<file path="src/rtl/flash_reader_pkg.sv">
// Shared definitions for the flash_reader block.
// Holds the FSM state enum, the SPI read opcode and the word/address/count
// widths used by the top level, the SPI shifter and the testbench.
package flash_reader_pkg;

  localparam int WORD_W  = 32;
  localparam int ADDR_W  = 24;
  localparam int COUNT_W = 20;

  localparam logic [7:0] FLASH_CMD_READ = 8'h03;

  typedef enum logic [2:0] {
    POWER_WAIT = 3'd0,
    IDLE       = 3'd1,
    SEND       = 3'd2,
    READ       = 3'd3,
    STALL      = 3'd4,
    FINISH     = 3'd5
  } state_t;

endpackage

</file>
<file path="src/rtl/flash_reader_spi_shifter.sv">
// spi_shifter: SPI mode-0 bit engine for flash_reader.
// Generates the serial clock from clk (HALF_PERIOD clk cycles per level),
// shifts a 32-bit command out MSB first (changing on falling edges) and
// samples miso on rising edges into an 8-bit receive register.
// Ports:
//   clk, rst      - system clock, synchronous active-high reset
//   load          - load load_data into the transmit register, restart counters
//   run           - clock generation enabled; low forces sclk low
//   pause         - blocks the next low->high transition (clock frozen low)
//   load_data     - 32-bit word to transmit
//   miso          - serial data from the flash
//   sclk          - generated serial clock (registered)
//   mosi          - current transmit bit
//   byte_done     - one-cycle pulse: rx_byte holds a freshly completed byte
//   rx_byte       - last 8 sampled bits, first sampled bit in [7]
module spi_shifter #(
  parameter int HALF_PERIOD = 1
) (
  input  logic        clk,
  input  logic        rst,
  input  logic        load,
  input  logic        run,
  input  logic        pause,
  input  logic [31:0] load_data,
  input  logic        miso,
  output logic        sclk,
  output logic        mosi,
  output logic        byte_done,
  output logic [7:0]  rx_byte
);

  localparam int DIV_W = (HALF_PERIOD > 1) ? $clog2(HALF_PERIOD) : 1;
  localparam logic [DIV_W-1:0] DIV_LAST = DIV_W'(HALF_PERIOD - 1);

  logic [DIV_W-1:0] div_cnt;
  logic [31:0]      tx;
  logic [7:0]       rx;
  logic [2:0]       bit_cnt;

  always_ff @(posedge clk) begin
    if (rst) begin
      sclk      <= 1'b0;
      div_cnt   <= '0;
      tx        <= '0;
      rx        <= '0;
      bit_cnt   <= '0;
      byte_done <= 1'b0;
    end else begin
      byte_done <= 1'b0;
      if (load) begin
        sclk    <= 1'b0;
        div_cnt <= '0;
        tx      <= load_data;
        rx      <= '0;
        bit_cnt <= '0;
      end else if (!run) begin
        sclk    <= 1'b0;
        div_cnt <= '0;
      end else if (pause && !sclk) begin
        // Frozen low: the low phase restarts in full once pause drops.
        div_cnt <= '0;
      end else if (div_cnt == DIV_LAST) begin
        div_cnt <= '0;
        sclk    <= ~sclk;
        if (!sclk) begin
          // Rising edge: sample miso.
          rx      <= {rx[6:0], miso};
          bit_cnt <= bit_cnt + 3'd1;
          if (bit_cnt == 3'd7) byte_done <= 1'b1;
        end else begin
          // Falling edge: present the next bit; zeros fill behind the command.
          tx <= {tx[30:0], 1'b0};
        end
      end else begin
        div_cnt <= div_cnt + DIV_W'(1);
      end
    end
  end

  assign mosi    = tx[31];
  assign rx_byte = rx;

endmodule

</file>
<file path="src/rtl/flash_reader.sv">
// flash_reader: streams 32-bit words out of an SPI NOR flash (opcode 03h).
// After reset it waits STARTUP_WAIT+1 cycles for flash power-up, then accepts
// start requests. Each transfer sends {03h, start_address} and reads
// word_count little-endian words, presented on a valid/ready output.
// Ports:
//   clk, rst        - system clock, synchronous active-high reset
//   start           - one-cycle transfer request (only honoured in IDLE)
//   start_address   - 24-bit flash byte address
//   word_count      - number of 32-bit words to read (0 = none)
//   data_out        - assembled word, first byte read in [7:0]
//   data_valid      - data_out holds an unconsumed word
//   data_ready      - consumer accepts data_out
//   busy            - high in every state except IDLE
//   done            - one-cycle pulse at transfer completion
//   flash_clk/mosi/miso/cs - SPI mode 0 flash interface, cs active low
//   state           - current FSM state (debug observation)
// Output handshake: a word transfers in any cycle where data_valid && data_ready;
// data_out and data_valid are stable while data_valid is high and data_ready low.
module flash_reader
  import flash_reader_pkg::*;
#(
  parameter int STARTUP_WAIT = 1_000_000,
  parameter int HALF_PERIOD  = 1
) (
  input  logic               clk,
  input  logic               rst,
  input  logic               start,
  input  logic [ADDR_W-1:0]  start_address,
  input  logic [COUNT_W-1:0] word_count,
  output logic [WORD_W-1:0]  data_out,
  output logic               data_valid,
  input  logic               data_ready,
  output logic               busy,
  output logic               done,
  output logic               flash_clk,
  output logic               flash_mosi,
  input  logic               flash_miso,
  output logic               flash_cs,
  output state_t             state
);

  localparam logic [31:0] WAIT_LAST = 32'(STARTUP_WAIT);

  state_t             state_next;
  logic [31:0]        wait_cnt;
  logic [COUNT_W-1:0] words_left;
  logic [1:0]         byte_idx;
  logic [WORD_W-1:0]  asm_word;

  logic               load;
  logic               push;
  logic               link_active;
  logic               last_word;
  logic               out_free;
  logic [WORD_W-1:0]  new_word;

  logic               sclk;
  logic               mosi;
  logic               byte_done;
  logic [7:0]         rx_byte;

  assign link_active = (state == SEND) || (state == READ) || (state == STALL);
  assign last_word   = (words_left == COUNT_W'(1));
  assign out_free    = !data_valid || data_ready;
  // In STALL the held word already contains its 4th byte.
  assign new_word    = (state == STALL) ? asm_word : {rx_byte, asm_word[23:0]};

  always_ff @(posedge clk) begin
    if (rst) state <= POWER_WAIT;
    else     state <= state_next;
  end

  always_comb begin
    state_next = state;
    load       = 1'b0;
    push       = 1'b0;
    case (state)
      POWER_WAIT: if (wait_cnt == WAIT_LAST) state_next = IDLE;
      IDLE: begin
        if (start) begin
          if (word_count == '0) begin
            state_next = FINISH;
          end else begin
            state_next = SEND;
            load       = 1'b1;
          end
        end
      end
      SEND: if (byte_done && byte_idx == 2'd3) state_next = READ;
      READ: begin
        if (byte_done && byte_idx == 2'd3) begin
          if (out_free) begin
            push       = 1'b1;
            state_next = last_word ? FINISH : READ;
          end else begin
            state_next = STALL;
          end
        end
      end
      STALL: begin
        if (data_ready) begin
          push       = 1'b1;
          state_next = last_word ? FINISH : READ;
        end
      end
      FINISH: if (!data_valid) state_next = IDLE;
      default: state_next = POWER_WAIT;
    endcase
  end

  always_ff @(posedge clk) begin
    if (rst) begin
      wait_cnt   <= '0;
      words_left <= '0;
      byte_idx   <= '0;
      asm_word   <= '0;
      data_out   <= '0;
      data_valid <= 1'b0;
    end else begin
      if (state == POWER_WAIT) wait_cnt <= wait_cnt + 32'd1;
      if (state == IDLE && start) begin
        words_left <= word_count;
        byte_idx   <= '0;
      end
      // Bytes are counted in SEND too, so READ begins on a byte boundary.
      if ((state == SEND || state == READ) && byte_done) begin
        byte_idx <= byte_idx + 2'd1;
        if (state == READ) asm_word[{byte_idx, 3'b000} +: 8] <= rx_byte;
      end
      if (push) begin
        data_out   <= new_word;
        data_valid <= 1'b1;
        words_left <= words_left - COUNT_W'(1);
      end else if (data_valid && data_ready) begin
        data_valid <= 1'b0;
      end
    end
  end

  spi_shifter #(.HALF_PERIOD(HALF_PERIOD)) u_shifter (
    .clk       (clk),
    .rst       (rst),
    .load      (load),
    .run       (link_active),
    .pause     (state == STALL),
    .load_data ({FLASH_CMD_READ, start_address}),
    .miso      (flash_miso),
    .sclk      (sclk),
    .mosi      (mosi),
    .byte_done (byte_done),
    .rx_byte   (rx_byte)
  );

  // Gating with link_active drops the clock on the same edge that raises cs.
  assign flash_clk  = sclk & link_active;
  assign flash_mosi = mosi & link_active;
  assign flash_cs   = ~link_active;
  assign busy       = (state != IDLE);
  assign done       = (state == FINISH) && !data_valid;

endmodule

</file>
<file path="config.mk">
export PLATFORM = sky130hd
export DESIGN_NAME = flash_reader
export DESIGN_NICKNAME = d
export VERILOG_FILES = /design/src/rtl/flash_reader_pkg.sv /design/src/rtl/flash_reader_spi_shifter.sv /design/src/rtl/flash_reader.sv
export SDC_FILE = /design/constraint.sdc
export NUM_CORES = 1
export LEC_CHECK = 0
export CELL_PAD_IN_SITES_DETAIL_PLACEMENT = 1
export CELL_PAD_IN_SITES_GLOBAL_PLACEMENT = 1
export CORE_MARGIN = 3
export CORE_UTILIZATION = 37
export CTS_CLUSTER_DIAMETER = 100
export DETAILED_ROUTE_END_ITERATION = 8
export GPL_TIMING_DRIVEN = 0
export PLACE_DENSITY_LB_ADDON = 0.08
export RECOVER_POWER = 100
export SKIP_CTS_REPAIR_TIMING = 1
export SLEW_MARGIN = 30
export SYNTH_ARGS = -nofsm -noshare
export SYNTH_HDL_FRONTEND = slang
export SYNTH_SLANG_ARGS = --single-unit
</file>
<file path="constraint.sdc">
create_clock -name clk -period 1.9 [get_ports clk]
set_clock_uncertainty 0.05 [all_clocks]
set_input_delay 0.38 -clock clk [delete_from_list [all_inputs] [get_ports clk]]
set_output_delay 0.38 -clock clk [all_outputs]
set_load 0.01 [all_outputs]
</file>
# Word-level counts from Yosys, hierarchy flattened
# Index checks and enable logic that the tools add are counted.
[op_classes]
eq_ne = 18
mux = 31
reduce_logical = 28
n_bitwise = 6
add_sub_neg = 6
shift = 2
[op_table]
columns = ["op", "n"]
rows = [
  ["2-to-1 mux 26 bit", 5],
  ["2-to-1 mux 20 bit", 2],
  ["adder 32 x 1 -> 32 bit, second input constant", 1],
  ["bitwise mux 32 bit", 1],
  ["== test 32 x 20 -> 1 bit, second input constant", 1],
  ["2-to-1 mux 32 bit", 1],
  ["variable shift 8 x 7 -> 32 bit, first input constant", 1],
  ["variable part select 8 x 7 -> 32 bit", 1],
  ["2-to-1 mux 3 bit", 9],
  ["== test 20 x 1 -> 1 bit, second input constant", 1],
  ["zero test 20 bit", 1],
  ["subtractor 20 x 1 -> 20 bit, second input constant", 1],
  ["one-hot mux 3 bit (6 select lines)", 1],
  ["!= test 2 bit, second input constant", 6],
  ["AND reduction 4 bit", 3],
  ["nonzero test 2 bit", 5],
  ["== test 3 bit, second input constant", 3],
  ["2-to-1 mux 1 bit", 9],
  ["negator 5 -> 7 bit", 1],
  ["== test 3 x 2 -> 1 bit, second input constant", 2],
  ["logical AND 1 bit", 6],
  ["AND reduction 6 bit", 1],
  ["OR reduction 6 bit", 1],
  ["OR reduction 5 bit", 1],
  ["other kinds (17)", 27],
]
[totals]
wordCells = 105
out_inout_bits = 41
regBits = 168
inputBits = 49

# Depth between registers and ports, before layout
[logic_depth]
ltp_word = 6
ltp_mapped = 8

# Hierarchy
# From an unflattened synthesis, not the netlist that was laid out.
[hier_totals]
cells_unflattened = 927
hier_area_um2 = 7697.4
[modules_own_cells]
columns = ["mod", "n_inst", "seq_area_each_um2", "area_each_um2", "cells_per_inst"]
rows = [
  ["flash_reader", 1, 2442.3, 5564.1, 688],
  ["spi_shifter", 1, 920.9, 2133.3, 239],
]

# Worst setup path after synthesis
# No wires, ideal clock.
[synth_path]
kind = "reg2reg"
start = "register words_left[2]"
end = "register words_left[14]"
period_less_slack_ns = 1.997
arrival_ns = 1.873
stages_incl_launch_ff = 7
n_path_buf = 1
setup_ns = 0.074
slack_ns = -0.097
path_cell_list = "dfxtp_1 buf_6 or4_4 nor3_1 nand2_1 or4_1 a31oi_1"
[synth_between]
elab_chain_cells = 2
[synth_rtl]
columns = ["item", "line_no", "text"]
rows = [
  ["start, declared", "flash_reader.sv:46", "logic [COUNT_W-1:0] words_left;"],
  ["start signal, assigned", "flash_reader.sv:122", "words_left <= word_count;"],
  ["start signal, assigned", "flash_reader.sv:133", "words_left <= words_left - COUNT_W'(1);"],
  ["subtractor 20 x 1 -> 20 bit", "flash_reader.sv:133", ""],
  ["2-to-1 mux 20 bit", "flash_reader.sv:130", "if (push) begin"],
]
# Every way passes these cells.
# A chain may end at the register's enable or synchronous reset.

# Worst setup path in the final report
[layout_path]
start = "register words_left[5]"
end = "register words_left[10]"
# Same word-level chain as after synthesis.

==> impl_results.md <==
- Port buffer count: 89
- Avg Inst Size Synth: ~8.0 sq um
- Multiplexer area fraction after synthesis: 0%
- Register clock-pin slew on the reported worst setup and hold paths: around 0.080 ns
- Highest metal used: met4
- Non-Filler Instances: 1378
- Register area: 0.003391 sq mm
- Fill count: around 2300
- Maxcap violations: 0
- Gpl congestion: 0.8255
- Largest family of logic cells by synthesized area: simple AND/OR/NAND/NOR gates
- Final WL: 26020 microns
- Worst Tran Pin Value: 0.6248 ns
- Synth top area cells: dfxtp_1 (45%), nand2_1 (11%), a21oi_1 (5.8%)
- Synth Area in XOR/XNOR: 3.401%
- Synthesis-stage register bit count: around 170
- DRC Markers: 0
- Iter 0 DRT Violations: between 300 and 400
- Synth Area in Simple Gates: between 20% and 30%
- I/O Pins: 90
- Met2 wire length: approximately 13000 microns
- Final setup viols: 52
- Worst Hold Class: in2reg
- R2R Setup Slk: -0.18 ns
- CTS max path bufs: 2
- Met3 WL post-DR: 920 microns
- FMAX: 480.5 MHz
- CTS Buf Count: 17
- WL met1: 11270 microns
- Status: finished, violations left
- Final Max Slew Viols: 0
- DRT antenna net count: 0
- Area delta synth->final: 46.75%
- Die Span X: 148.1 microns
- Pwr per Cell Area: 664.5 mW/mm^2
- Critical Path Max Stage Delay: ~0.57 ns
- Period utilization: 109.5%
- Worst skew pair latency: 0.44 ns
- Tot Pwr: 7.282 mW
- CP cell instances: or4_4, or3_4, nor4b_4, xnor2_1, a211oi_2
- Final min period: 2.081 ns
- Global route overflow: 0
- Via-per-instance ratio: 5.466
- Vias in the first global route: 7241
- Failing checks: negative setup slack
- Initial antenna violation count: 0
- Fin worst setup slack: -0.1814 ns
- Largest net degree at the start of global routing: 18
- Worst Path Buf+Inv: 0
- Clock Sinks: 168
- Max H-tree Level: 4
- Syn_nets: roughly 1000
- Crit path kind: reg2reg
- Ant diodes: 0
- Fraction of registers with async set/reset: 0%
- Post-synthesis cell count: between 900 and 1000
- Final core occ: between 50% and 60%
- Crit path max-delay cell type: or4_4
- CTS tree: done
- Share of layout cells above drive strength 1: 23.72%
- Synth area leader: dfxtp_1
- DP HPWL: ~16000 microns
- Fin nets: 1160
- Placed instance area: 0.008706 sq mm
- Rel. slew slack: 58.35%
- Post-synth EDFFs: 0
- RSZ-0062 raised after global routing: true
- Post-Synth Adder-Cell Area: 1.843%
- Post-synthesis compound-gate area fraction: 15.83%
- Worst EP arrival: 2.39 ns
- Final Cell Area: 0.01096 sq mm
- Sequential area share after synthesis: 45.04%
- Die height: 148.1 microns
- CP Launch Type: flop
- Worst VDD drop: 0.6513 mV
- First-pass GRT wire length: roughly 38000 microns
- WP data required: 2.21 ns
- Crit end category: flop
- Lkg Pwr: between 4 and 5 nW
- Worst-path fanout max: 4
- Die Area: around 0.022 sq mm
- Core area: 0.01965 sq mm
- Number of synthesis warnings: 0
- Area share of the largest cell type after synthesis: 45.04%
- GRT Util Overall: a little over a fifth
- Library cells used by synthesis: 58
- Cell Rows: 51
- Clock root cell: clkbuf_16
- Total number of vias: 7532
- Area of the multi-input gates: 0.004628 sq mm
- Sum of negative setup slack: -2.578 ns
- Synthesized area: around 0.0075 sq mm
- TritonRoute pass-1 iters: 5
- Placed Cells: 1291
- Crit path max-delay family: simple AND/OR/NAND/NOR gates
- Final Hold Viols: 0
- Ys flop type: dfxtp_1
- Per-cell routed wire length: between 15 and 20 microns
- Initial Util: 37.99%
registers in the layout, indices dropped and copies added (netlist names):
signal	cells
asm_word	32
byte_idx	2
data_out	32
data_valid	1
state	3
u_shifter.bit_cnt	3
u_shifter.byte_done	1
u_shifter.div_cnt	1
u_shifter.rx_byte	8
u_shifter.sclk	1
u_shifter.tx	32
wait_cnt	32
words_left	20
cells in the mapped netlist (3+ instances only):
| cell type | count |
|---|---|
| and2_1 | 5 |
| nor3b_1 | 4 |
| nand2_1 | 214 |
| and3_1 | 6 |
| ha_1 | 11 |
| or3_1 | 16 |
| xor2_1 | 6 |
| xnor2_1 | 23 |
| o21ai_1 | 3 |
| a31oi_1 | 17 |
| nand3_1 | 57 |
| inv_1 | 12 |
| nand4_1 | 11 |
| and4_1 | 6 |
| o21ai_0 | 9 |
| o211ai_1 | 9 |
| a2bb2oi_1 | 5 |
| or4_1 | 4 |
| nand2b_1 | 5 |
| a311oi_1 | 30 |
| clkbuf_1 | 50 |
| o311ai_0 | 6 |
| buf_1 | 4 |
| nor2b_1 | 7 |
| a21oi_1 | 87 |
| buf_2 | 8 |
| dfxtp_1 | 168 |
| nor3_1 | 21 |
| nor4_1 | 25 |
| nor2_1 | 70 |
metal layers:
metal | vias to the layer above | track usage [%]
met5 | - | 0
met4 | 0 | 5.774
met3 | 35 | 3.748
met2 | 143 | 36.79
met1 | 3714 | 27.23
li1 | 3640 | -
kinds of logic (layout without fill, tap and decap cells):
logic type      count (synthesis)  after routing
other cells                     1              1
compound gates                184            184
xor+xnor                       29             29
fa+ha+maj                      11             11
buf+inv                        75            251
flops                         168            168
simple gates                  469            469
placed cells by master (no fill, tap or decap), drive strengths merged, types with 3 or more instances in the layout:
cell and n:
nand2 214, dfxtp 168, a21oi 87, buf 83, nor2 70, clkbuf 58
nand3 57, clkdlybuf4s50 38, a311oi 30, dlygate4sd3 27, nor4 26, xnor2 23
nor3 21, or3 18, a31oi 17, dlymetal6s2s 17, inv 17, o21ai 12
nand4 11, ha 11, o211ai 9, nor2b 7, and3 6, xor2 6
and4 6, or4 6, o311ai 6, clkinvlp 5, a2bb2oi 5, nand2b 5
nor3b 5, and2 5, clkinv 4, nor4b 3
metrics by stage:
stage	hold WS (ns)	setup WS [ns]
finish	0.2000	-0.1814
global route	0.2082	-0.2318
CTS	0.4046	-0.8998
detailed placement	0.3957	-1.322
global placement	0.3887	-1.225
floorplan	0.3818	-0.07032
worst min-delay path, cell delays in order:
cell and delay, ns:
dlymetal6s2s_1 0.14, nand2_1 0.06, a31oi_1 0.06
power breakdown:
part	internal (mW)	leakage, nW	switching (mW)	total (mW)
clock network	1.86	0.275	1.65	3.51
logic	0.116	2.49	0.131	0.248
registers	3.52	1.36	0.0110	3.53
total	5.49	4.13	1.79	7.28
area by class of cell:
cell class | count | share of cell area, %
clock inverter | 15 | 1.484
buffer | 55 | 3.894
sequential | 168 | 30.94
multi-input combinational | 694 | 42.24
tap | 265 | 3.026
clock buffer | 17 | 3.882
timing repair buffer | 152 | 14.09
inverter | 12 | 0.4453
final timing paths:
kind / from / to / cells past startpoint
setup / recovery: words_left[5]$_SDFFE_PP0P_ / words_left[10]$_SDFFE_PP0P_ / 5
hold / removal: word_count[9] / words_left[9]$_SDFFE_PP0P_ / 3
setup reg to reg: words_left[5]$_SDFFE_PP0P_ / words_left[10]$_SDFFE_PP0P_ / 5
hold reg to reg: data_out[9]$_SDFFE_PP0N_ / data_out[9]$_SDFFE_PP0N_ / 2
No activity file was read; power rests on OpenSTA's default activity.
